$ cat src/rtl/md5_wb_blockq_if.sv
// Wishbone slave bundle for the MD5 block queue.
// The master drives the address, data and cycle strobes; the slave returns read data and a one-cycle ack or err.
interface md5_wb_blockq_if #(
  parameter int DW = 32,
  parameter int AW = 32
) ();
  logic [AW-1:0]   adr;
  logic [DW-1:0]   dat_w;
  logic [DW-1:0]   dat_r;
  logic [DW/8-1:0] sel;
  logic            cyc;
  logic            stb;
  logic            we;
  logic            ack;
  logic            err;

  modport master (output adr, dat_w, sel, cyc, stb, we, input dat_r, ack, err);
  modport slave  (input adr, dat_w, sel, cyc, stb, we, output dat_r, ack, err);
endinterface

$ cat src/rtl/md5_wb_blockq.sv
// Wishbone block queue for a 512-bit hash core.
// Software fills a staging block and commits it into an NBUF-deep queue; an issue FSM hands blocks to the core and collects the digests.
module md5_wb_blockq #(
  parameter int DW       = 32,
  parameter int AW       = 32,
  parameter int NBUF     = 2,
  parameter int BLOCK_W  = 512,
  parameter int DIGEST_W = 128
) (
  input  logic                wb_clk_i,
  input  logic                wb_rst_i,
  md5_wb_blockq_if.slave      wb,
  output logic                int_o,
  output logic [BLOCK_W-1:0]  blk_o,
  output logic                blk_valid_o,
  input  logic                core_ready_i,
  input  logic [DIGEST_W-1:0] digest_i,
  input  logic                digest_valid_i,
  output logic                core_rst_o
);
  localparam int NW = BLOCK_W / DW;
  localparam int ND = DIGEST_W / DW;
  localparam int PW = $clog2(NBUF);
  localparam int CW = PW + 1;
  localparam int SW = (NW > 1) ? $clog2(NW) : 1;
  localparam int DI = (ND > 1) ? $clog2(ND) : 1;
  localparam logic [7:0] A_CTRL   = 8'd0;
  localparam logic [7:0] A_STATUS = 8'(NW + 1);
  localparam logic [7:0] A_DIG0   = 8'(NW + 2);
  localparam logic [7:0] A_CLR    = 8'(NW + 2 + ND);
  localparam logic [7:0] A_DONE   = 8'(NW + 3 + ND);

  typedef enum logic [1:0] {
    ST_IDLE  = 2'd0,
    ST_OFFER = 2'd1,
    ST_BUSY  = 2'd2
  } state_t;

  state_t              state_r, state_nx;
  logic [DW-1:0]       staging_r [NW];
  logic [BLOCK_W-1:0]  queue_r [NBUF];
  logic [PW-1:0]       head_r, tail_r;
  logic [CW-1:0]       count_r;
  logic [DIGEST_W-1:0] digest_r;
  logic [31:0]         blocks_done_r;
  logic [DW-1:0]       dat_r;
  logic                ack_r, err_r, int_r, blk_valid_r;
  logic                irq_en_r, pending_r, soft_d_r, core_rst_pulse_r;

  logic [BLOCK_W-1:0]  stage_flat_s;
  logic [DW-1:0]       dig_word_s [ND];
  logic [DW-1:0]       rdata_s;
  logic [31:0]         status_s;
  logic [7:0]          idx_s;
  logic [SW-1:0]       widx_s;
  logic [DI-1:0]       didx_s;
  logic acc_s, bad_s, wr_s, is_stage_s, is_dig_s, full_s, empty_s, busy_s;
  logic stage_we_s, ctrl_we_s, soft_s, push_s, clr_s, pop_s, capture_s;
  logic irq_en_nx, pending_nx;
  logic unused_s;

  assign unused_s = ^{wb.sel, wb.adr[AW-1:8]};

  assign full_s   = (count_r == CW'(NBUF));
  assign empty_s  = (count_r == CW'(0));
  assign busy_s   = (state_r != ST_IDLE);
  assign status_s = 32'({16'(count_r), 11'd0, full_s, empty_s, busy_s, pending_r});

  // Flatten staging (word 0 in the MSBs) and split the digest into bus words.
  always_comb begin
    stage_flat_s = {BLOCK_W{1'b0}};
    for (int k = 0; k < NW; k++) begin
      stage_flat_s[BLOCK_W-1-k*DW -: DW] = staging_r[k];
    end
    for (int j = 0; j < ND; j++) begin
      dig_word_s[j] = digest_r[DIGEST_W-1-j*DW -: DW];
    end
  end

  // Address decode, read mux and write strobes for the access being accepted.
  always_comb begin
    acc_s      = wb.cyc & wb.stb & ~ack_r & ~err_r;
    idx_s      = wb.adr[7:0];
    widx_s     = SW'(idx_s - 8'd1);
    didx_s     = DI'(idx_s - A_DIG0);
    is_stage_s = (idx_s >= 8'd1) && (idx_s <= 8'(NW));
    is_dig_s   = (idx_s >= A_DIG0) && (idx_s < A_CLR);
    bad_s      = 1'b0;
    rdata_s    = {DW{1'b0}};
    if (is_stage_s) begin
      rdata_s = staging_r[widx_s];
    end else if (is_dig_s) begin
      rdata_s = dig_word_s[didx_s];
      bad_s   = wb.we;
    end else begin
      case (idx_s)
        A_CTRL: begin
          rdata_s[2] = irq_en_r;
          // A lone COMMIT into a full queue is refused; a flush in the same write wins.
          bad_s = wb.we & wb.dat_w[0] & ~wb.dat_w[1] & full_s;
        end
        A_STATUS: begin
          rdata_s = DW'(status_s);
          bad_s   = wb.we;
        end
        A_CLR:   bad_s = 1'b0;
        A_DONE: begin
          rdata_s = DW'(blocks_done_r);
          bad_s   = wb.we;
        end
        default: bad_s = 1'b1;
      endcase
    end
    wr_s       = acc_s & wb.we & ~bad_s;
    stage_we_s = wr_s & is_stage_s;
    ctrl_we_s  = wr_s & (idx_s == A_CTRL);
    soft_s     = ctrl_we_s & wb.dat_w[1];
    push_s     = ctrl_we_s & wb.dat_w[0] & ~wb.dat_w[1];
    clr_s      = wr_s & (idx_s == A_CLR);
  end

  // Issue FSM next state, pop and digest-capture strobes.
  always_comb begin
    state_nx  = state_r;
    pop_s     = 1'b0;
    capture_s = 1'b0;
    if (soft_s) begin
      state_nx = ST_IDLE;
    end else begin
      case (state_r)
        ST_IDLE: begin
          if (count_r != CW'(0)) state_nx = ST_OFFER;
          else                   state_nx = ST_IDLE;
        end
        ST_OFFER: begin
          if (core_ready_i) begin
            pop_s    = 1'b1;
            state_nx = ST_BUSY;
          end else begin
            state_nx = ST_OFFER;
          end
        end
        ST_BUSY: begin
          if (digest_valid_i) begin
            capture_s = 1'b1;
            state_nx  = ST_IDLE;
          end else begin
            state_nx = ST_BUSY;
          end
        end
        default: state_nx = ST_IDLE;
      endcase
    end
    irq_en_nx  = ctrl_we_s ? wb.dat_w[2] : irq_en_r;
    pending_nx = capture_s ? 1'b1 : (clr_s ? 1'b0 : pending_r);
  end

  // Staging words and queue storage.
  always_ff @(posedge wb_clk_i) begin
    if (wb_rst_i) begin
      for (int k = 0; k < NW; k++) staging_r[k] <= {DW{1'b0}};
      for (int b = 0; b < NBUF; b++) queue_r[b] <= {BLOCK_W{1'b0}};
    end else begin
      if (stage_we_s) staging_r[widx_s] <= wb.dat_w;
      if (push_s) queue_r[tail_r] <= stage_flat_s;
    end
  end

  // Queue pointers, occupancy and FSM state.
  always_ff @(posedge wb_clk_i) begin
    if (wb_rst_i) begin
      head_r      <= PW'(0);
      tail_r      <= PW'(0);
      count_r     <= CW'(0);
      state_r     <= ST_IDLE;
      blk_valid_r <= 1'b0;
    end else begin
      state_r     <= state_nx;
      blk_valid_r <= (state_nx == ST_OFFER);
      if (soft_s) begin
        head_r  <= PW'(0);
        tail_r  <= PW'(0);
        count_r <= CW'(0);
      end else begin
        if (push_s) tail_r <= tail_r + PW'(1);
        if (pop_s)  head_r <= head_r + PW'(1);
        case ({push_s, pop_s})
          2'b10:   count_r <= count_r + CW'(1);
          2'b01:   count_r <= count_r - CW'(1);
          default: count_r <= count_r;
        endcase
      end
    end
  end

  // Bus terminate, read data, digest capture, interrupt and core reset pulse.
  always_ff @(posedge wb_clk_i) begin
    if (wb_rst_i) begin
      ack_r            <= 1'b0;
      err_r            <= 1'b0;
      dat_r            <= {DW{1'b0}};
      irq_en_r         <= 1'b0;
      pending_r        <= 1'b0;
      int_r            <= 1'b0;
      digest_r         <= {DIGEST_W{1'b0}};
      blocks_done_r    <= 32'd0;
      soft_d_r         <= 1'b0;
      core_rst_pulse_r <= 1'b0;
    end else begin
      ack_r     <= acc_s & ~bad_s;
      err_r     <= acc_s & bad_s;
      dat_r     <= (acc_s & ~bad_s & ~wb.we) ? rdata_s : {DW{1'b0}};
      irq_en_r  <= irq_en_nx;
      pending_r <= pending_nx;
      int_r     <= irq_en_nx & pending_nx;
      // The core reset pulse lands on the cycle after the SOFT_RST ack.
      soft_d_r         <= soft_s;
      core_rst_pulse_r <= soft_d_r;
      if (capture_s) begin
        digest_r      <= digest_i;
        blocks_done_r <= blocks_done_r + 32'd1;
      end
    end
  end

  assign wb.ack      = ack_r;
  assign wb.err      = err_r;
  assign wb.dat_r    = dat_r;
  assign int_o       = int_r;
  assign blk_valid_o = blk_valid_r;
  assign blk_o       = queue_r[head_r];
  assign core_rst_o  = wb_rst_i | core_rst_pulse_r;
endmodule

$ cat src/flat_wrapper.sv
// flat-port wrapper written by rule: the top's interface ports become plain ports
module md5_wb_blockq_flat 
#(
  parameter int DW       = 32,
  parameter int AW       = 32,
  parameter int NBUF     = 2,
  parameter int BLOCK_W  = 512,
  parameter int DIGEST_W = 128
)
  (wb_clk_i, wb_rst_i, int_o, blk_o, blk_valid_o, core_ready_i, digest_i, digest_valid_i, core_rst_o, wb_adr, wb_dat_w, wb_sel, wb_cyc, wb_stb, wb_we, wb_dat_r, wb_ack, wb_err);
  md5_wb_blockq_if #(.DW(DW), .AW(AW)) wb_i ();
  input  logic wb_clk_i;
  input  logic wb_rst_i;
  output logic int_o;
  output logic [BLOCK_W-1:0] blk_o;
  output logic blk_valid_o;
  input  logic core_ready_i;
  input  logic [DIGEST_W-1:0] digest_i;
  input  logic digest_valid_i;
  output logic core_rst_o;
  input wire logic [$bits(wb_i.adr)-1:0] wb_adr;
  input wire logic [$bits(wb_i.dat_w)-1:0] wb_dat_w;
  input wire logic [$bits(wb_i.sel)-1:0] wb_sel;
  input wire logic [$bits(wb_i.cyc)-1:0] wb_cyc;
  input wire logic [$bits(wb_i.stb)-1:0] wb_stb;
  input wire logic [$bits(wb_i.we)-1:0] wb_we;
  output wire logic [$bits(wb_i.dat_r)-1:0] wb_dat_r;
  output wire logic [$bits(wb_i.ack)-1:0] wb_ack;
  output wire logic [$bits(wb_i.err)-1:0] wb_err;
  assign wb_i.adr = wb_adr;
  assign wb_i.dat_w = wb_dat_w;
  assign wb_i.sel = wb_sel;
  assign wb_i.cyc = wb_cyc;
  assign wb_i.stb = wb_stb;
  assign wb_i.we = wb_we;
  assign wb_dat_r = wb_i.dat_r;
  assign wb_ack = wb_i.ack;
  assign wb_err = wb_i.err;
  md5_wb_blockq #(.DW(DW), .AW(AW), .NBUF(NBUF), .BLOCK_W(BLOCK_W), .DIGEST_W(DIGEST_W)) u_core (.wb_clk_i(wb_clk_i), .wb_rst_i(wb_rst_i), .wb(wb_i), .int_o(int_o), .blk_o(blk_o), .blk_valid_o(blk_valid_o), .core_ready_i(core_ready_i), .digest_i(digest_i), .digest_valid_i(digest_valid_i), .core_rst_o(core_rst_o));
endmodule
$ cat config.mk
export PLATFORM = sky130hd
export DESIGN_NAME = md5_wb_blockq_flat
export DESIGN_NICKNAME = d
export VERILOG_FILES = /design/src/rtl/md5_wb_blockq_if.sv /design/src/rtl/md5_wb_blockq.sv /design/src/flat_wrapper.sv
export SDC_FILE = /design/constraint.sdc
export NUM_CORES = 2
export LEC_CHECK = 0
export CORE_MARGIN = 5
export CORE_UTILIZATION = 53
export DETAILED_ROUTE_END_ITERATION = 7
export PLACE_DENSITY = 0.81
export RECOVER_POWER = 25
export SLEW_MARGIN = 20
export SYNTH_ARGS = -nofsm -noshare
export SYNTH_HDL_FRONTEND = slang
export SYNTH_SLANG_ARGS = --single-unit
$ cat constraint.sdc
create_clock -name wb_clk_i -period 48 [get_ports wb_clk_i]
set_input_delay 9.6 -clock wb_clk_i [delete_from_list [all_inputs] [get_ports wb_clk_i]]
set_output_delay 9.6 -clock wb_clk_i [all_outputs]
set_load 0.03 [all_outputs]
# Word level (Yosys, flattened, before mapping)
# Memory sizes are Yosys's and may differ from the RTL's. A register that Yosys moved wholly into a read port is not among the register bits.
# Index checks and enable logic that the tools add are counted.
[totals] regBits=206 ram_bits=1536 inputBits=203 output_inout_bits=549 wordCells=119 n_memories=2
[mem_list] memory="u_core.queue_r" words=2 width=512 rd=1 rd_ports_with_merged_regs=1 wr=2 line="md5_wb_blockq.sv:41" text="logic [BLOCK_W-1:0] queue_r [NBUF];"
[mem_list] memory="u_core.staging_r" words=16 width=32 rd=17 rd_ports_with_merged_regs=0 wr=16 line="md5_wb_blockq.sv:40" text="logic [DW-1:0] staging_r [NW];"
[classes] n_addsub=7 magnitude_cmp=5 n_eq_ne=9 mux=42 bitwise=26 reduce_logical=13
[op_table] operator="$mux 512" n=1
[op_table] operator="$reduce_or 512->1" n=1
[op_table] operator="$mux 32" n=5
[op_table] operator="$bmux 32 s2" n=1
[op_table] operator="$pmux 29 s2" n=1
[op_table] operator="$add 32x1->32 const B" n=1
[op_table] operator="$reduce_or 32->1" n=1
[op_table] operator="$mux 1" n=25
[op_table] operator="$eq 8x5->1 const B" n=3
[op_table] operator="$and 1x1->1" n=18
[op_table] operator="$ge 8x1->1 const B" n=1
[op_table] operator="$ge 8x5->1 const B" n=1
[op_table] operator="$le 8x5->1 const B" n=1
[op_table] operator="$logic_not 8->1" n=1
[op_table] operator="$lt 8x5->1 const B" n=1
[op_table] operator="$pmux 2 s2" n=2
[op_table] operator="$eq 2x1->1 const B" n=3
[op_table] operator="$eq 2x2->1 const B" n=3
[op_table] operator="$mux 2" n=3
[op_table] operator="$not 1->1" n=6
[op_table] operator="$pmux 1 s3" n=2
[op_table] operator="$pmux 2 s3" n=1
[op_table] operator="$reduce_bool 2->1" n=3
[op_table] operator="$reduce_or 2->1" n=3
[op_table] operator="11 further kinds" n=14

# Logic depth before layout (Yosys ltp)
[depth] word_depth=16 depth_mapped=15 depth_no_buf=11

# Worst setup path before layout
# OpenSTA, ideal clock, no wires.
[synth_timing] path_type="in2reg" startpoint="input wb_adr[0]" endpoint="memory u_core.queue_r[1][0] (enable)" setup_ps=1498 arrival_time_ps=35493 t_required_ps=46502 slack_ps=11008 path_stages=11 path_buffers=4 cell_sequence="buf_2 -> buf_1 -> clkbuf_1 -> buf_1 -> inv_1 -> ha_1 -> nor4b_2 -> and4_1 -> o211ai_2 -> nand3_1 -> o21bai_1"
[synth_lines] item="start: declaration" line="flat_wrapper.sv:21" text="input wire logic [$bits(wb_i.adr)-1:0] wb_adr;"
[synth_lines] item="end: declaration" line="md5_wb_blockq.sv:41"

# Worst setup path in the final report
[layout_timing] startpoint="input wb_rst_i" endpoint="output core_rst_o"
[layout_via] elab_chain_cells=1
[layout_lines] item="start: declaration" line="flat_wrapper.sv:13" text="input logic wb_rst_i;"
[layout_lines] item="$or 1x1->1" line="md5_wb_blockq.sv:232" text="assign core_rst_o = wb_rst_i | core_rst_pulse_r;"
[layout_lines] item="end: declaration" line="flat_wrapper.sv:20" text="output logic core_rst_o;"
# No other way between the ends.

==> metrics.md <==
| Metric | Value |
|---|---|
| Post-synth EDFFs | `1,536` |
| Die Width | `396 um` |
| Max Freq | `43.2 MHz` |
| RSZ-0062 raised after global routing | `no` |
| H-tree levels | `4` |
| Share of layout cells above drive strength 1 | `0.210` |
| DIE HEIGHT | `396 um` |
| WP depth | `3` |
| Post-Syn Instances | `5,907` |
| Netlist cell types | `61` |
| CTS tree | `yes` |
| Pre-CTS setup slack | `27.38 ns` |
| Post-synthesis net count | `6,118` |
| Vias in the first global route | `51,200` |
| Synth Cell Area | `79,000 um2` |
| Largest net degree at the start of global routing | `193` |
| Skew-Pair Late Insertion Delay | `0.82 ns` |
| Sequential element share of the synthesized area | `0.637` |
| Largest stage delay on the critical path | `2.74 ns` |
| Arrival time at the worst endpoint | `13.52 ns` |
| Router iterations before antenna repair | `8` |
| GPL Wtd Cong | `0.967` |
| Syn Area/Cell | `13.4 um2` |
| DRC errors left | `0` |
| Setup CP Type | `in -> out` |
| Status | `complete, but fails checks` |
| Most common flop cell mapped by yosys | `edfxtp_1` |
| Crit-path leading delay family | `buffers and inverters` |
| Detailed Route WL | `256,000 um` |
| Slew headroom | `-5.20` |
| Clock-pin slew of the registers on the worst-case setup and hold paths | `0.06 ns` |
| Skew final | `0.0270 ns` |
| Worst setup path start | `wb_rst_i` |
| Reg2reg start | `u_core.wb.err$_SDFF_PP0_` |
| Final Cycle Share | `0.482` |
| Post-DP HPWL | `168,000 um` |
| Num CTS Buffers | `176` |
| Most frequent cells in the layout | `edfxtp_1 (1,536), nor3_1 (693), clkdlybuf4s50_1 (649)` |
| Vias per std cell | `6.14` |
| Tightest Hold Check Type | `reg -> reg` |
| CP max FO | `78` |
| Seq cells post-synth | `1,743` |
| Yosys warnings | `0` |
| Core box area | `148,000 um2` |
| Most common cell after layout, fill and taps aside | `edfxtp_1` |
| Worst VDD drop | `0.0000291 V` |
| Final nets | `6,638` |
| Setup Total Neg Slack | `0 ns` |
| Drt initial violations | `7,217` |
| Post-CTS Hold Fix Bufs | `0` |
| Violations in the final reports | `capacitance limit, slew limit` |
| Hold slack final | `0.451 ns` |
| I/O Buffers | `723` |
| Via count | `52,400` |
| Root Driver | `clkbuf_16` |
| Critical path's slowest cell | `clkbuf_1` |
| Antenna violations before repair | `57` |
| Max-Cap Viols | `20` |
| Final setup margin | `24.88 ns` |
| Initial cell density of the core | `0.534` |
| Setup-failing EPs final | `0` |
| Crit. End Element | `output pin` |
| Lkg Pwr | `32.8 nW` |
| Post-synth ARST share | `0` |
| Sink Count | `1,743` |
| Clock Path Buffers | `3` |
| Worst-margin pin slew | `9.30 ns` |
| Fin. Hold Viols | `0` |
| Crit path to | `core_rst_o` |
| Fillers | `10,900` |
| Overflow after GRT | `0` |
| Final worst path period need | `23.12 ns` |
| First-pass GRT wire length | `363,000 um` |
| CP Cell Sequence | `clkbuf_1 -> or2_2 -> clkdlybuf4s50_1` |
| Startpoint types | `input pin` |
| Rows | `141` |
| Post-detailed-route count of antenna-violating nets | `0` |
| Area Overhead vs Synth | `17.3%` |
| Reg-to-reg slack, setup | `37.18 ns` |
| DIE AREA | `157,000 um2` |
| Cell area power density | `35.7 nW/um2` |
| CTS resizes | `0` |
| Post-CTS setup buffer count | `0` |
| Worst path bufs/invs | `2` |
| R2r endpoint | `u_core.queue_r[1][149]$_SDFFCE_PN0P_` |
| Register-to-Register Path Depth | `7` |
| Gr usage total | `0.320` |
| WL per Instance | `30.1 um` |
| IO Pins | `752` |
| Max Transition Viols Final | `1,130` |
| CP required | `38.40 ns` |
[layout make-up]
| type | instances | area, um2 | share of cell area |
|---|---|---|---|
| Multi-Input combinational cell | 3154 | 24300 | 0.262 |
| Timing Repair Buffer | 831 | 8050 | 0.0869 |
| Inverter | 521 | 1960 | 0.0212 |
| Clock inverter | 69 | 663 | 0.00716 |
| Tap cell | 1930 | 2410 | 0.0261 |
| Clock buffer | 247 | 4920 | 0.0531 |
| Antenna cell | 35 | 87.6 | 0.000946 |
| Sequential cell | 1743 | 50300 | 0.543 |
[Yosys cell counts, types with 3 or more instances]
master    number  area share
edfxtp_1    1536        0.58
nor3_1       649       0.041
inv_1        521       0.025
mux2_2       512       0.073
and2_1       503       0.040
nand2_1      487       0.023
nor3_2       401       0.051
clkbuf_1     299       0.014
dfxtp_1      207       0.052
a21oi_1      175       0.011
mux4_2       160       0.046
buf_2         95      0.0060
nor2_1        52      0.0025
buf_6         46      0.0066
clkbuf_2      33      0.0021
a222oi_1      26      0.0033
or2_2         20      0.0016
nand4_1       16      0.0013
xnor2_1       16      0.0018
buf_1         15     0.00071
or3_1         15      0.0012
xor2_1        12      0.0013
nand3_1       11     0.00070
o21ai_0        9     0.00057
and4_1         8     0.00089
ha_1           8      0.0013
o31ai_1        6     0.00057
a221oi_1       5     0.00055
a22oi_1        5     0.00048
nor2b_1        5     0.00040
nor4_1         5     0.00040
or4_1          5     0.00048
and3_1         4     0.00032
nand2b_1       3     0.00024
nand3_2        3     0.00038
nor3b_1        3     0.00029
[routing by layer]
| layer | global-route usage | up-vias | wire [um] |
|---|---|---|---|
| met4 | 0.167 | 28 | 13800 |
| li1 | - | 22200 | - |
| met3 | 0.102 | 512 | 34800 |
| met2 | 0.484 | 3585 | 117000 |
| met5 | 0 | - | 181 |
| met1 | 0.417 | 26100 | 90800 |
[sequential cells by signal, summed over array words and instances, names as in the netlist, named ones only]
signal and count:
u_core.soft_d_r 1, u_core.irq_en_r 1, u_core.head_r 1, u_core.core_rst_pulse_r 1, u_core.blk_valid_o 1, u_core.wb.err 1
u_core.tail_r 1, u_core.staging_r 512, u_core.dig_word_s 128, u_core.wb.dat_r 32, u_core.wb.ack 1, u_core.count_r 2
u_core.int_o 1, u_core.state_r 2, u_core.queue_r 1024, u_core.blocks_done_r 32, u_core.pending_r 1
[cell families after synthesis]
family | synth area share
flops | 0.637
mux | 0.119
buf+inv | 0.0545
simple gates | 0.167
xor+xnor | 0.00311
fa+ha+maj | 0.00127
compound gates | 0.0190
[power breakdown]
group	total (mW)	leakage (nW)	internal, mW	switching (mW)
clock network	1.34	2.71	0.750	0.591
logic	0.250	12.7	0.0793	0.171
registers	1.71	17.4	1.69	0.0210
total	3.30	32.8	2.52	0.783
[worst register-to-register path: cells and delay by family (launching register included)]
kind / cells / cell delay, ns
buf+inv: 3 / 9.00
simple gates: 4 / 1.07
flops: 1 / 0.45
[worst min path at each step]
stage | cells past startpoint | to | startpoint | slack [ns]
2_1_floorplan | 1 | u_core.core_rst_pulse_r$_SDFF_PP0_ | u_core.soft_d_r$_SDFF_PP0_ | 0.41
3_3_place_gp | 2 | u_core.dig_word_s[11]$_SDFFE_PP0P_ | u_core.dig_word_s[11]$_SDFFE_PP0P_ | 0.44
3_5_place_dp | 2 | u_core.dig_word_s[24]$_SDFFE_PP0P_ | u_core.dig_word_s[24]$_SDFFE_PP0P_ | 0.45
4_1_cts | 2 | u_core.dig_word_s[85]$_SDFFE_PP0P_ | u_core.dig_word_s[85]$_SDFFE_PP0P_ | 0.45
5_1_grt | 2 | u_core.dig_word_s[28]$_SDFFE_PP0P_ | u_core.dig_word_s[28]$_SDFFE_PP0P_ | 0.47
6_report | 2 | u_core.dig_word_s[85]$_SDFFE_PP0P_ | u_core.dig_word_s[85]$_SDFFE_PP0P_ | 0.45
[through the flow]
step                      utilization  power [mW]  instances  area [um2]
after detailed placement        0.590        1.99       8173       87300
after CTS                       0.628        3.31       8489       92900
final                           0.627        3.30       8530       92600
after global routing            0.626        3.38       8514       92600
after floorplan                     -        1.89       5907       79000
after global placement          0.590        1.99       8173       87300
No activity file was read; power rests on OpenSTA's default activity.
